### config.mk
export PLATFORM = sky130hd
export DESIGN_NAME = cg_sequencer
export DESIGN_NICKNAME = d
export VERILOG_FILES = /design/src/rtl/cg_sequencer.sv
export SDC_FILE = /design/constraint.sdc
export NUM_CORES = 1
export LEC_CHECK = 0
export ABC_AREA = 1
export CAP_MARGIN = 15
export CORE_MARGIN = 2
export CORE_UTILIZATION = 42
export DETAILED_ROUTE_END_ITERATION = 12
export PLACE_DENSITY = 0.76
export SLEW_MARGIN = 20
export SYNTH_ARGS = -nofsm -noshare
export SYNTH_HDL_FRONTEND = slang
export SYNTH_SLANG_ARGS = --single-unit
### constraint.sdc
create_clock -name clk -period 2 [get_ports clk]
set_clock_uncertainty 0.15 [all_clocks]
set_input_delay 0.4 -clock clk [delete_from_list [all_inputs] [get_ports clk]]
set_output_delay 0.4 -clock clk [all_outputs]
set_load 0.005 [all_outputs]
### src/rtl/cg_sequencer.sv
// Solve sequencer: arms the matrix-vector unit once per cluster, then the dot-product
// unit, sweeps the residual store, and checks convergence until done or out of iterations.
module cg_sequencer #(
  parameter int unsigned number_of_clusters        = 40,
  parameter int unsigned memory_read_address_width = 20,
  parameter int unsigned max_iterations            = 64
) (
  input  logic                                 clk,
  input  logic                                 reset,
  input  logic                                 start_solve,
  input  logic                                 abort,
  input  logic                                 mXv1_finish,
  input  logic                                 vXv1_finish,
  input  logic                                 finish,
  input  logic                                 finish_all,
  output logic                                 reset_mXv1,
  output logic                                 reset_vXv1,
  output logic [memory_read_address_width-1:0] memoryA_read_address,
  output logic [memory_read_address_width-1:0] memoryR_read_address,
  output logic                                 memoryRprev_we,
  output logic                                 busy,
  output logic                                 done,
  output logic                                 converged,
  output logic [15:0]                          iteration_count,
  output logic [2:0]                           phase
);
  localparam int unsigned   AW        = memory_read_address_width;
  localparam logic [AW-1:0] LAST_ADDR = AW'(number_of_clusters - 1);
  localparam logic [31:0]   LAST_ITER = 32'(max_iterations - 1);

  typedef enum logic [2:0] {
    S_IDLE     = 3'd0,
    S_MXV_ARM  = 3'd1,
    S_MXV_WAIT = 3'd2,
    S_DOT_ARM  = 3'd3,
    S_DOT_WAIT = 3'd4,
    S_UPDATE   = 3'd5,
    S_CHECK    = 3'd6,
    S_DONE     = 3'd7
  } state_e;

  state_e        state_q, state_d;
  logic [AW-1:0] clus_q, clus_d;
  logic [AW-1:0] raddr_q, raddr_d;
  logic          sweep_q, sweep_d;
  logic          pending_q, pending_d;
  logic          conv_q, conv_d;
  logic [15:0]   iter_q, iter_d;
  logic          rst_mxv_q, rst_mxv_d;
  logic          rst_vxv_q, rst_vxv_d;
  logic          busy_q, busy_d;
  logic          done_q, done_d;

  always_comb begin
    // NOTE: every _d gets a default first so no path through the case infers a latch.
    state_d   = state_q;
    clus_d    = clus_q;
    raddr_d   = raddr_q;
    sweep_d   = 1'b0;
    pending_d = pending_q;
    conv_d    = conv_q;
    iter_d    = iter_q;

    if (state_q != S_IDLE && abort) begin
      state_d   = S_IDLE;
      conv_d    = 1'b0;
      pending_d = 1'b0;
    end else begin
      unique case (state_q)
        S_IDLE: begin
          if (start_solve) begin
            state_d = S_MXV_ARM;
            clus_d  = '0;
            iter_d  = '0;
            conv_d  = 1'b0;
          end
        end
        S_MXV_ARM: state_d = S_MXV_WAIT;
        S_MXV_WAIT: begin
          if (mXv1_finish) begin
            if (clus_q < LAST_ADDR) begin
              clus_d  = clus_q + AW'(1);
              state_d = S_MXV_ARM;
            end else begin
              clus_d  = '0;
              state_d = S_DOT_ARM;
            end
          end
        end
        S_DOT_ARM: state_d = S_DOT_WAIT;
        S_DOT_WAIT: begin
          if (vXv1_finish) begin
            state_d   = S_UPDATE;
            raddr_d   = '0;
            sweep_d   = 1'b1;
            pending_d = 1'b0;
          end
        end
        S_UPDATE: begin
          // sweep_q marks the write-enabled sweep; a finish seen mid-sweep waits in pending_q
          if (sweep_q) begin
            if (raddr_q == LAST_ADDR) begin
              pending_d = 1'b0;
              if (finish || pending_q) state_d = S_CHECK;
            end else begin
              raddr_d   = raddr_q + AW'(1);
              sweep_d   = 1'b1;
              pending_d = pending_q | finish;
            end
          end else if (finish) begin
            state_d = S_CHECK;
          end
        end
        S_CHECK: begin
          if (finish_all) begin
            conv_d  = 1'b1;
            state_d = S_DONE;
          end else if ({16'd0, iter_q} >= LAST_ITER) begin
            conv_d  = 1'b0;
            state_d = S_DONE;
          end else begin
            if (iter_q != 16'hFFFF) iter_d = iter_q + 16'd1;
            state_d = S_MXV_ARM;
          end
        end
        S_DONE:  state_d = S_IDLE;
        default: state_d = S_IDLE;
      endcase
    end

    // Outputs are decoded from the next state so they line up with the state register.
    rst_mxv_d = state_d inside {S_IDLE, S_MXV_ARM, S_DONE};
    rst_vxv_d = state_d inside {S_IDLE, S_DOT_ARM, S_DONE};
    busy_d    = (state_d != S_IDLE);
    done_d    = (state_d == S_DONE);
  end

  // NOTE: non-blocking assignments so every flop samples the pre-edge values together.
  always_ff @(posedge clk or negedge reset) begin
    if (!reset) begin
      state_q   <= S_IDLE;
      clus_q    <= '0;
      raddr_q   <= '0;
      sweep_q   <= 1'b0;
      pending_q <= 1'b0;
      conv_q    <= 1'b0;
      iter_q    <= '0;
      rst_mxv_q <= 1'b1;
      rst_vxv_q <= 1'b1;
      busy_q    <= 1'b0;
      done_q    <= 1'b0;
    end else begin
      state_q   <= state_d;
      clus_q    <= clus_d;
      raddr_q   <= raddr_d;
      sweep_q   <= sweep_d;
      pending_q <= pending_d;
      conv_q    <= conv_d;
      iter_q    <= iter_d;
      rst_mxv_q <= rst_mxv_d;
      rst_vxv_q <= rst_vxv_d;
      busy_q    <= busy_d;
      done_q    <= done_d;
    end
  end

  assign reset_mXv1           = rst_mxv_q;
  assign reset_vXv1           = rst_vxv_q;
  assign memoryA_read_address = clus_q;
  assign memoryR_read_address = raddr_q;
  assign memoryRprev_we       = sweep_q;
  assign busy                 = busy_q;
  assign done                 = done_q;
  assign converged            = conv_q;
  assign iteration_count      = iter_q;
  assign phase                = state_q;
endmodule
Word level (Yosys, flattened, before mapping)
Index checks and enable logic that the tools add are counted.
{"block": "op_classes", "addsub": 3, "multipliers": 0, "n_div": 0, "order_cmp": 2, "n_eq_ne": 24, "shift": 0, "n_mux": 40, "bitwise_logic": 2, "reduce_logical": 18}
{"op": "two-way mux 20 bit", "n": 6}
{"op": "one-hot mux 20 bit (2 select lines)", "n": 2}
{"op": "two-way mux 16 bit", "n": 4}
{"op": "adder 20 x 1 -> 20 bit (second input constant)", "n": 2}
{"op": "one-hot mux 16 bit (2 select lines)", "n": 1}
{"op": "two-way mux 3 bit", "n": 10}
{"op": "one-hot mux 3 bit (8 select lines)", "n": 1}
{"op": "equality test 20 x 6 -> 1 bit (second input constant)", "n": 1}
{"op": "less-than comparator 20 x 6 -> 1 bit (second input constant)", "n": 1}
{"op": "nonzero test 3 bit", "n": 6}
{"op": "adder 16 x 1 -> 16 bit (second input constant)", "n": 1}
{"op": ">= comparator 16 x 6 -> 1 bit (second input constant)", "n": 1}
{"op": "inequality test 16 bit (second input constant)", "n": 1}
{"op": "inequality test 2 bit (second input constant)", "n": 8}
{"op": "equality test 3 bit (second input constant)", "n": 5}
{"op": "two-way mux 1 bit", "n": 12}
{"op": "equality test 3 x 2 -> 1 bit (second input constant)", "n": 3}
{"op": "inequality test 3 bit (second input constant)", "n": 3}
{"op": "equality test 3 x 1 -> 1 bit (second input constant)", "n": 2}
{"op": "zero test 3 bit", "n": 2}
{"op": "one-hot mux 1 bit (2 select lines)", "n": 3}
{"op": "AND reduction 3 bit", "n": 2}
{"op": "AND reduction 6 bit", "n": 1}
{"op": "nonzero test 2 bit", "n": 3}
{"op": "8 further kinds", "n": 8}
{"block": "word_totals", "regBits": 66, "latch_bits": 0, "mem_bits_rw": 0, "romBits": 0, "input_bits": 8, "output_inout_bits": 65, "wordCells": 100, "n_memories": 0}

Depth between registers and ports, before layout
Gate-level depths: netlist of run 1.
{"block": "depth", "word_depth": 8, "ltp_mapped": 13, "depth_no_buf": 13}

Least setup slack after synthesis of run 1
No wires, ideal clock.
{"block": "synth_path", "path_kind": "register to register", "from": "register raddr_q[0], in the netlist memoryR_read_address[0]", "to": "register raddr_q[18], in the netlist memoryR_read_address[18]", "t_arrival_ps": 1531, "required_time_ps": 1724, "setup_slack_ps": 193, "stages_incl_launch_ff": 13, "synth_period_minus_slack_ps": 1807, "cell_sequence": "dfrtp_1 -> ha_1 -> nand2_1 -> inv_1 -> nand2_1 -> nor2_1 -> nand3_1 -> nand3_2 -> a21oi_2 -> inv_2 -> buf_2 -> nand2_1 -> o21ai_0"}
{"block": "synth_via", "elab_chain_len": 4, "word_cells_on_any_way": 7, "classes_between": "1 x add/sub; 2 x eq/ne; 3 x mux; 1 x reduce/logical"}
{"item": "start, declared", "line_no": "44", "source": "logic [AW-1:0] raddr_q, raddr_d;"}
{"item": "start signal, assigned", "line_no": "155", "source": "raddr_q <= raddr_d;"}
{"item": "adder 20 x 1 -> 20 bit", "line_no": "106", "source": "raddr_d = raddr_q + AW'(1);"}
{"item": "two-way mux 20 bit", "line_no": "102", "source": "if (raddr_q == LAST_ADDR) begin"}
{"item": "two-way mux 20 bit", "line_no": "101", "source": "if (sweep_q) begin"}
{"item": "one-hot mux 20 bit (2 select lines)", "line_no": "69", "source": "unique case (state_q)"}
Parallel ways exist; a longest one is shown, timed or not. The select of a mux whose other input is x is not followed.
A chain may end at the register's enable or synchronous reset.

Worst setup path after layout of run 1
{"block": "layout_path", "from": "register raddr_q[1], in the netlist memoryR_read_address[1]", "to": "register raddr_q[18], in the netlist memoryR_read_address[18]"}
The elaborated chain is that of the path after synthesis.

==> results of run 1 <==
## cell type report
type,count,area (sq um),area share
multi-input combinational,319,1580,0.326
clock inverter,4,51.3,0.0106
sequential,66,1660,0.342
tap,105,131,0.0271
inverter,70,273,0.0563
clock buffer,12,145,0.0300
timing repair buffer,102,1010,0.209
## stage by stage
step           std cells  utilization
4_1_cts              674        0.585
2_1_floorplan        463            -
3_5_place_dp         657        0.559
3_3_place_gp         657        0.559
5_1_grt              678        0.593
6_report             678        0.593
## routing by layer
metal	share of wire	routed length [microns]	track usage	vias to the layer above
met1	0.43	3800	0.261	1573
met2	0.50	4360	0.348	105
li1	-	-	-	1653
met5	0	0	0	-
met4	0.015	130	0.0738	0
met3	0.056	491	0.0360	9
## sequential cells by signal, indices dropped and copies added, names as in the netlist
signal	count
memoryA_read_address	20
memoryR_read_address	20
iteration_count	16
phase	3
busy	1
converged	1
done	1
memoryRprev_we	1
pending_q	1
reset_mXv1	1
reset_vXv1	1
## layout by cell type, fill, tap and decap left out, drive strengths merged
master and instances:
nor3 19, or2 2, clkdlybuf4s50 71, buf 30, nor2 62, a31oi 1
a21oi 11, o21ai 21, nor4 1, o22ai 2, clkinv 2, ha 3
nor3b 2, bufinv 1, nand2 141, clkinvlp 1, xor2 10, nand3 32
a22oi 1, xnor2 4, inv 70, clkbuf 12, dlygate4sd3 1, dfrtp 64
dfstp 2, nand4 6, o211ai 1
## power by group
group / leakage (nW) / switching, mW / internal, mW
sequential: 0.903 / 0.196 / 1.51
clock: 0.0966 / 0.502 / 0.611
combinational: 1.37 / 1.08 / 0.903
total: 2.37 / 1.77 / 3.03
## repair_timing
item | CTS | global route
endpoints found under the setup margin | 0 | 38
hold buffers | 1 | 0
gates resized for setup | 0 | 14
endpoints found under the hold margin | 17 | 0
buffers inserted | 0 | 3
## kinds of logic after synthesis
| family | Yosys count | synth area share |
|---|---|---|
| simple gates | 265 | 0.337 |
| buf+inv | 78 | 0.0930 |
| flops | 66 | 0.467 |
| compound gates | 37 | 0.0580 |
| xor+xnor | 14 | 0.0346 |
| fa+ha+maj | 3 | 0.0106 |
## critical path, delay by kind of cell (launching register included)
kind	cells	cell delay, ns
AND/OR/NAND/NOR	6	0.44
flip-flops	1	0.41
AO/OA/AOI/OAI	2	0.38
adder cells (fa/ha/maj)	1	0.20
buffers and inverters	2	0.18
## path summary, 6_finish.rpt
kind | slack (ns) | cells past startpoint | startpoint | to
worst min-delay path | 0.35 | 2 | memoryA_read_address[9]$_DFFE_PN0P_ | memoryA_read_address[9]$_DFFE_PN0P_
worst max-delay path | 0.08 | 11 | memoryR_read_address[1]$_DFFE_PN0P_ | memoryR_read_address[18]$_DFFE_PN0P_
worst min register to register | 0.35 | 2 | memoryA_read_address[9]$_DFFE_PN0P_ | memoryA_read_address[9]$_DFFE_PN0P_
min in group asynchronous | 0.41 | 2 | reset | memoryR_read_address[2]$_DFFE_PN0P_
max in group asynchronous | 0.70 | 3 | reset | memoryR_read_address[17]$_DFFE_PN0P_
worst max register to register | 0.08 | 11 | memoryR_read_address[1]$_DFFE_PN0P_ | memoryR_read_address[18]$_DFFE_PN0P_
==> run metrics, run 1 <==
Main synth FF type=dfrtp_1; I/O pin total=73; root buffer cell=clkbuf_8; Slew @ Worst Pin=0.524 ns; Synthesis Warnings=0; Final ANT Viol Nets=0; Worst Path Required=2.07 ns; total CTS buffers=9; pin count of the biggest net entering global routing=34; Post-Route WL=8780 microns; post-synthesis sequential area ratio=0.467; first-pass GRT wire length=14600 microns; Filler cells=730; Vias per Instance=4.93; Synth Register Bits=66; CP arrival=1.99 ns; gpl congestion=0.910; Worst setup EP type=register; count leader, synth=nand2_1; vias in the first global route=3211; post-route cell area=4850 sq um; Port-buffer cells=72; Cell Area, Placed=4570 sq um; Slew headroom=0.651; layout cells sized above 1=0.148; Worst Hold Class=register to register; routed len/inst=13.0 microns; drt drc=0; nets@finish=579; row count=33; Hold Fails Final Rpt=0; clk_lat worst skew=0.35 ns; maximum vdd drop=421 uV; Synth Instances=463; Final setup viols=0; grt ovf=0; Synth area leaders=dfrtp_1, nand2_1, inv_1; Post-synth EDFFs=0; CP max FO=22; Final Cycle Share=0.961; CP peak stage delay=0.41 ns; fmax=0.520 GHz; setup_tns=0 ns; DR vias=3340; H-Tree Depth=3; Total GRT Usage=0.204; clock-pin slew on the worst setup and hold paths=0.07 ns; max_cap viols=0; die area=9180 sq um; Period minus WS final=1.92 ns; Netlist cell types=40; async set or reset register ratio after synthesis=1.00; synth cell count leaders=nand2_1, dfrtp_1, inv_1; Cell Chain, Critical Path=ha_2 -> nand2_2 -> inv_1 -> nand2_1 -> nor2_1 -> nand3_1 -> nand3_2 -> a21oi_4 -> inv_6 -> nand2_1 -> o21ai_0; PD cells=991 nW/um^2; Worst setup SP type=register; Pre-antenna DRT Iters=5; Layout area overhead=36.9%; outcome=finished clean; RSZ-0062 raised after global routing=yes; fin worst setup slack=0.0779 ns; Top cell by count, worst path=nand2_1; Synth top area share=0.452; Sink Count=66; ant diodes=0; Max Buffers Root-to-Sink=2; Max Slew Vio Count=0; initial antenna violation count=0; Total Power=4.80 mW; Leak=2.37 nW; Synth Cell Area=3540 sq um; die height=95.8 microns; area leader, netlist=dfrtp_1; Avg Cell Area, Syn=7.65 sq um; Fin Hold WS=0.346 ns; hpwl dp=6560 microns; Core Region=8180 sq um; initial DRC count=160; TritonCTS clock tree=yes; syn_nets=474; Setup WS pre-CTS=-0.134 ns; Die X=95.8 microns; crit path max-delay cell type=dfrtp_1; Initial Util=0.433; critical path type=register to register
Power figures use the tool's default switching activity.
==> run 2, diff against run 1 <==
--- a/config.mk
+++ b/config.mk
@@ -6,11 +6,11 @@
 export NUM_CORES = 1
 export LEC_CHECK = 0
 export ABC_AREA = 1
-export CAP_MARGIN = 15
+export CAP_MARGIN = 30
 export CORE_MARGIN = 2
 export CORE_UTILIZATION = 42
 export DETAILED_ROUTE_END_ITERATION = 12
-export PLACE_DENSITY = 0.76
+export PLACE_DENSITY = 0.67
 export SLEW_MARGIN = 20
 export SYNTH_ARGS = -nofsm -noshare
 export SYNTH_HDL_FRONTEND = slang
==> run metrics, run 2 (synthesis gave the netlist of run 1 again) <==
hpwl dp=6480 microns; die area=9180 sq um; Leak=2.32 nW; TritonCTS clock tree=yes; Vias per Instance=4.84; Hold Fails Final Rpt=0; Max Buffers Root-to-Sink=2; reg-to-reg endpoint=memoryA_read_address[3]$_DFFE_PN0P_; R2R setup slack=0.15 ns; gpl congestion=0.966; total CTS buffers=9; Cell Chain, Critical Path=clkdlybuf4s50_1; Die X=95.8 microns; Sink Count=66; Filler cells=754; CP max FO=6; clk_lat worst skew=0.35 ns; vias in the first global route=3021; Worst setup SP type=register; layout cells sized above 1=0.145; H-Tree Depth=3; Fin Hold WS=0.347 ns; family with the most delay on the worst path=buffers and inverters; Slew @ Worst Pin=0.568 ns; row count=33; Total GRT Usage=0.202; PD cells=983 nW/um^2; critical path type=register to output pin; nets@finish=572; Setup crit end=memoryR_read_address[14]; clock-pin slew on the worst setup and hold paths=0.07 ns; max_cap viols=0; DR vias=3249; CP peak stage delay=0.56 ns; setup_tns=0 ns; Pre-antenna DRT Iters=5; commonest non-fill, non-tap cell in the layout=nand2_1; Post-Route WL=8680 microns; Max Slew Vio Count=0; Final setup viols=0; Port-buffer cells=72; Core Region=8180 sq um; Slew headroom=0.621; pin count of the biggest net entering global routing=24; Final ANT Viol Nets=0; maximum vdd drop=516 uV; cells on worst reg2reg path=8; initial DRC count=138; Worst Hold Class=register to register; routed len/inst=12.9 microns; drt drc=0; Layout area overhead=35.3%; ant diodes=0; initial antenna violation count=0; fmax=0.519 GHz; crit path max-delay cell type=clkdlybuf4s50_1; cell count along the critical path=1; Critical path origin=memoryR_read_address[14]$_DFFE_PN0P_; Worst setup EP type=output pin; Buf/Inv on CP=1; root buffer cell=clkbuf_8; Initial Util=0.433; Worst Path Required=1.45 ns; RSZ-0062 raised after global routing=no; Final Cycle Share=0.963; first-pass GRT wire length=14300 microns; CP arrival=1.38 ns; hold depth=2; grt ovf=0; worst r2r src=memoryA_read_address[0]$_DFFE_PN0P_; die height=95.8 microns; Period minus WS final=1.93 ns; I/O pin total=73; outcome=finished clean; most frequent cells in the layout=nand2_1, clkdlybuf4s50_1, inv_1
[run 2: cell types whose count changed in the layout (fill, tap and decap cells not counted), sizes merged]
cell      previous run  this run
buf                 30        23
clkinv               2         1
clkinvlp             1         2
[run 2: power by group]
part	internal (mW)	leakage [nW]	switching [mW]
registers	1.51	0.900	0.181
clock network	0.642	0.0986	0.512
logic	0.804	1.33	1.06
[run 2: layout make-up]
cell class	count	area, sq um	share of cell area
flip-flops and latches	66	1660	0.346
multi-input cells	319	1580	0.330
repair buffers	95	945	0.197
inverters	70	270	0.0564
clock buffers	12	155	0.0324
well taps	105	131	0.0274
clock inverters	4	50.0	0.0104
[run 2: how the worst min path moves through the flow]
stage | start | end | slack [ns]
after floorplan | reset | busy$_DFF_PN0_ | -0.05
after global placement | reset | memoryA_read_address[5]$_DFFE_PN0P_ | 0.27
after detailed placement | reset | busy$_DFF_PN0_ | 0.28
after CTS | memoryA_read_address[15]$_DFFE_PN0P_ | memoryA_read_address[15]$_DFFE_PN0P_ | 0.35
after global routing | memoryA_read_address[18]$_DFFE_PN0P_ | memoryA_read_address[18]$_DFFE_PN0P_ | 0.37
final | memoryA_read_address[12]$_DFFE_PN0P_ | memoryA_read_address[12]$_DFFE_PN0P_ | 0.35
[run 2: tightest hold or removal path: cells and delay by family, from the launching register on]
family / cells / cell delay (ns)
buffers and inverters: 1 / 0.04
DFF: 1 / 0.36
and+or+nand+nor: 1 / 0.06
[run 2: stage by stage]
step	util	instances	setup slack, ns	cell area (sq um)	total power, mW
6_report	0.586	671	0.0742	4790	4.71
5_1_grt	0.586	671	0.00415	4790	5.02
4_1_cts	0.581	670	0.0345	4750	4.70
3_5_place_dp	0.553	652	-0.109	4520	3.53
3_3_place_gp	0.553	652	-0.0604	4520	3.47
2_1_floorplan	-	463	0.193	3540	2.77
[run 2: routing by layer]
layer	global-route usage	routed length (microns)	vias to the layer above
li1	-	-	1647
met1	0.279	4140	1512
met2	0.319	4040	83
met3	0.0399	425	7
met4	0.0655	85	0
met5	0	0	-
[run 2: repair_timing]
item	in CTS	in global routing
buffers inserted	1	1
setup endpoints to repair	1	41
hold buffers	1	0
hold endpoints to repair	18	0
gates resized for setup	0	14
==> run 3, diff against run 2 <==
--- a/config.mk
+++ b/config.mk
@@ -7,9 +7,11 @@
 export LEC_CHECK = 0
 export ABC_AREA = 1
 export CAP_MARGIN = 30
+export CORE_ASPECT_RATIO = 0.7
 export CORE_MARGIN = 2
 export CORE_UTILIZATION = 42
 export DETAILED_ROUTE_END_ITERATION = 12
+export MAX_ROUTING_LAYER = met4
 export PLACE_DENSITY = 0.67
 export SLEW_MARGIN = 20
 export SYNTH_ARGS = -nofsm -noshare
==> run metrics, run 3 (synthesis gave the netlist of run 1 again) <==
grt ovf=0; cells on worst reg2reg path=12; Top Metal Used=met4; pin count of the biggest net entering global routing=43; clock-pin slew on the worst setup and hold paths=0.05 ns; layout cells sized above 1=0.149; Total Power=5.04 mW; Leak=2.38 nW; nets@finish=578; fmax=0.512 GHz; Final Cycle Share=0.977; Sink Count=66; row count=27; first-pass GRT wire length=14400 microns; gpl congestion=0.914; Worst setup SP type=register; Core Region=8010 sq um; ant diodes=0; PD cells=1030 nW/um^2; Hold Fails Final Rpt=0; root buffer cell=clkbuf_16; Cell Chain, Critical Path=buf_4 -> clkdlybuf4s50_1; Final ANT Viol Nets=0; Max Buffers Root-to-Sink=2; outcome=finished clean; Layout area overhead=37.6%; Period minus WS final=1.95 ns; Final setup viols=0; fin worst setup slack=0.0465 ns; DR vias=3255; Total GRT Usage=0.209; drt drc=0; hpwl dp=6630 microns; Worst Hold Class=input pin to asynchronous set/reset pin; I/O pin total=73; H-Tree Depth=3; setup_tns=0 ns; total CTS buffers=9; vias in the first global route=2947; Post-Route WL=8850 microns; Final Util=0.609; Pre-antenna DRT Iters=4; Setup WS pre-CTS=-0.0620 ns; critical path type=register to output pin; die area=9190 sq um; max_cap viols=0; initial antenna violation count=0; TritonCTS clock tree=yes; die height=80.8 microns; wire length on met1=4670 microns; Die X=114 microns; Worst Path Required=1.45 ns; Port-buffer cells=72; Slew headroom=0.739; CP peak stage delay=0.50 ns; Worst setup EP type=output pin; met2 routed wirelength=3590 microns; routed len/inst=13.2 microns; met3 wire len=472 microns; maximum vdd drop=533 uV; clk_lat worst skew=0.33 ns; Slew @ Worst Pin=0.389 ns; initial DRC count=207; Max Slew Vio Count=0; most frequent cells in the layout=nand2_1, clkdlybuf4s50_1, inv_1; CP max FO=4; Initial Util=0.442; CP arrival=1.40 ns; crit path max-delay cell type=clkdlybuf4s50_1; Vias per Instance=4.84; commonest non-fill, non-tap cell in the layout=nand2_1
==> run 3: critical path: cells and delay by family, from the launching register on <==
kind | cells | cell delay [ns]
flip-flops | 1 | 0.41
buffers and inverters | 2 | 0.66
==> run 3: path summary, 6_finish.rpt <==
check                                                     startpoint                                   end  slack [ns]
worst max-delay path                              phase[0]$_DFF_PN0_                              phase[0]        0.05
worst min-delay path                                           reset   memoryR_read_address[3]$_DFFE_PN0P_        0.33
worst max register to register   memoryA_read_address[0]$_DFFE_PN0P_                  reset_vXv1$_DFF_PN1_        0.15
worst min register to register  memoryA_read_address[10]$_DFFE_PN0P_  memoryA_read_address[10]$_DFFE_PN0P_        0.34
max in group asynchronous                                      reset                  reset_vXv1$_DFF_PN1_        0.82
min in group clk                memoryA_read_address[10]$_DFFE_PN0P_  memoryA_read_address[10]$_DFFE_PN0P_        0.34
==> run 3: metrics by stage <==
| step | hold WS [ns] | cell area (sq um) | std cells |
|---|---|---|---|
| 4_1_cts | 0.322 | 4830 | 669 |
| 3_5_place_dp | 0.139 | 4540 | 652 |
| 6_report | 0.328 | 4870 | 673 |
| 2_1_floorplan | -0.0456 | 3540 | 463 |
| 5_1_grt | 0.344 | 4870 | 673 |
| 3_3_place_gp | 0.133 | 4540 | 652 |
==> run 3: cell type report <==
type                    count  area (sq um)
repair buffers            101           973
clock inverters             4          27.5
well taps                 101           126
inverters                  70           268
multi-input cells         319          1560
fillers                   754          3130
flip-flops and latches     66          1660
clock buffers              12           256
==> run 3: metal layers <==
metal | vias to the layer above | GRT usage
met2 | 96 | 0.277
met4 | 0 | 0.0793
met5 | - | -
met1 | 1488 | 0.309
met3 | 10 | 0.0448
li1 | 1661 | -
==> run 3: repair_timing <==
item                       in CTS  in global routing
pin swaps                       0                  0
hold buffers                    1                  0
setup endpoints to repair       1                 36
setup buffers                   0                  4
cloned                          0                  0
hold endpoints to repair        7                  0
gates resized for setup         1                  6
==> run 3: power breakdown <==
part,switching (mW),internal [mW]
Combinational,1.06,0.812
Sequential,0.182,1.52
Clock,0.562,0.903
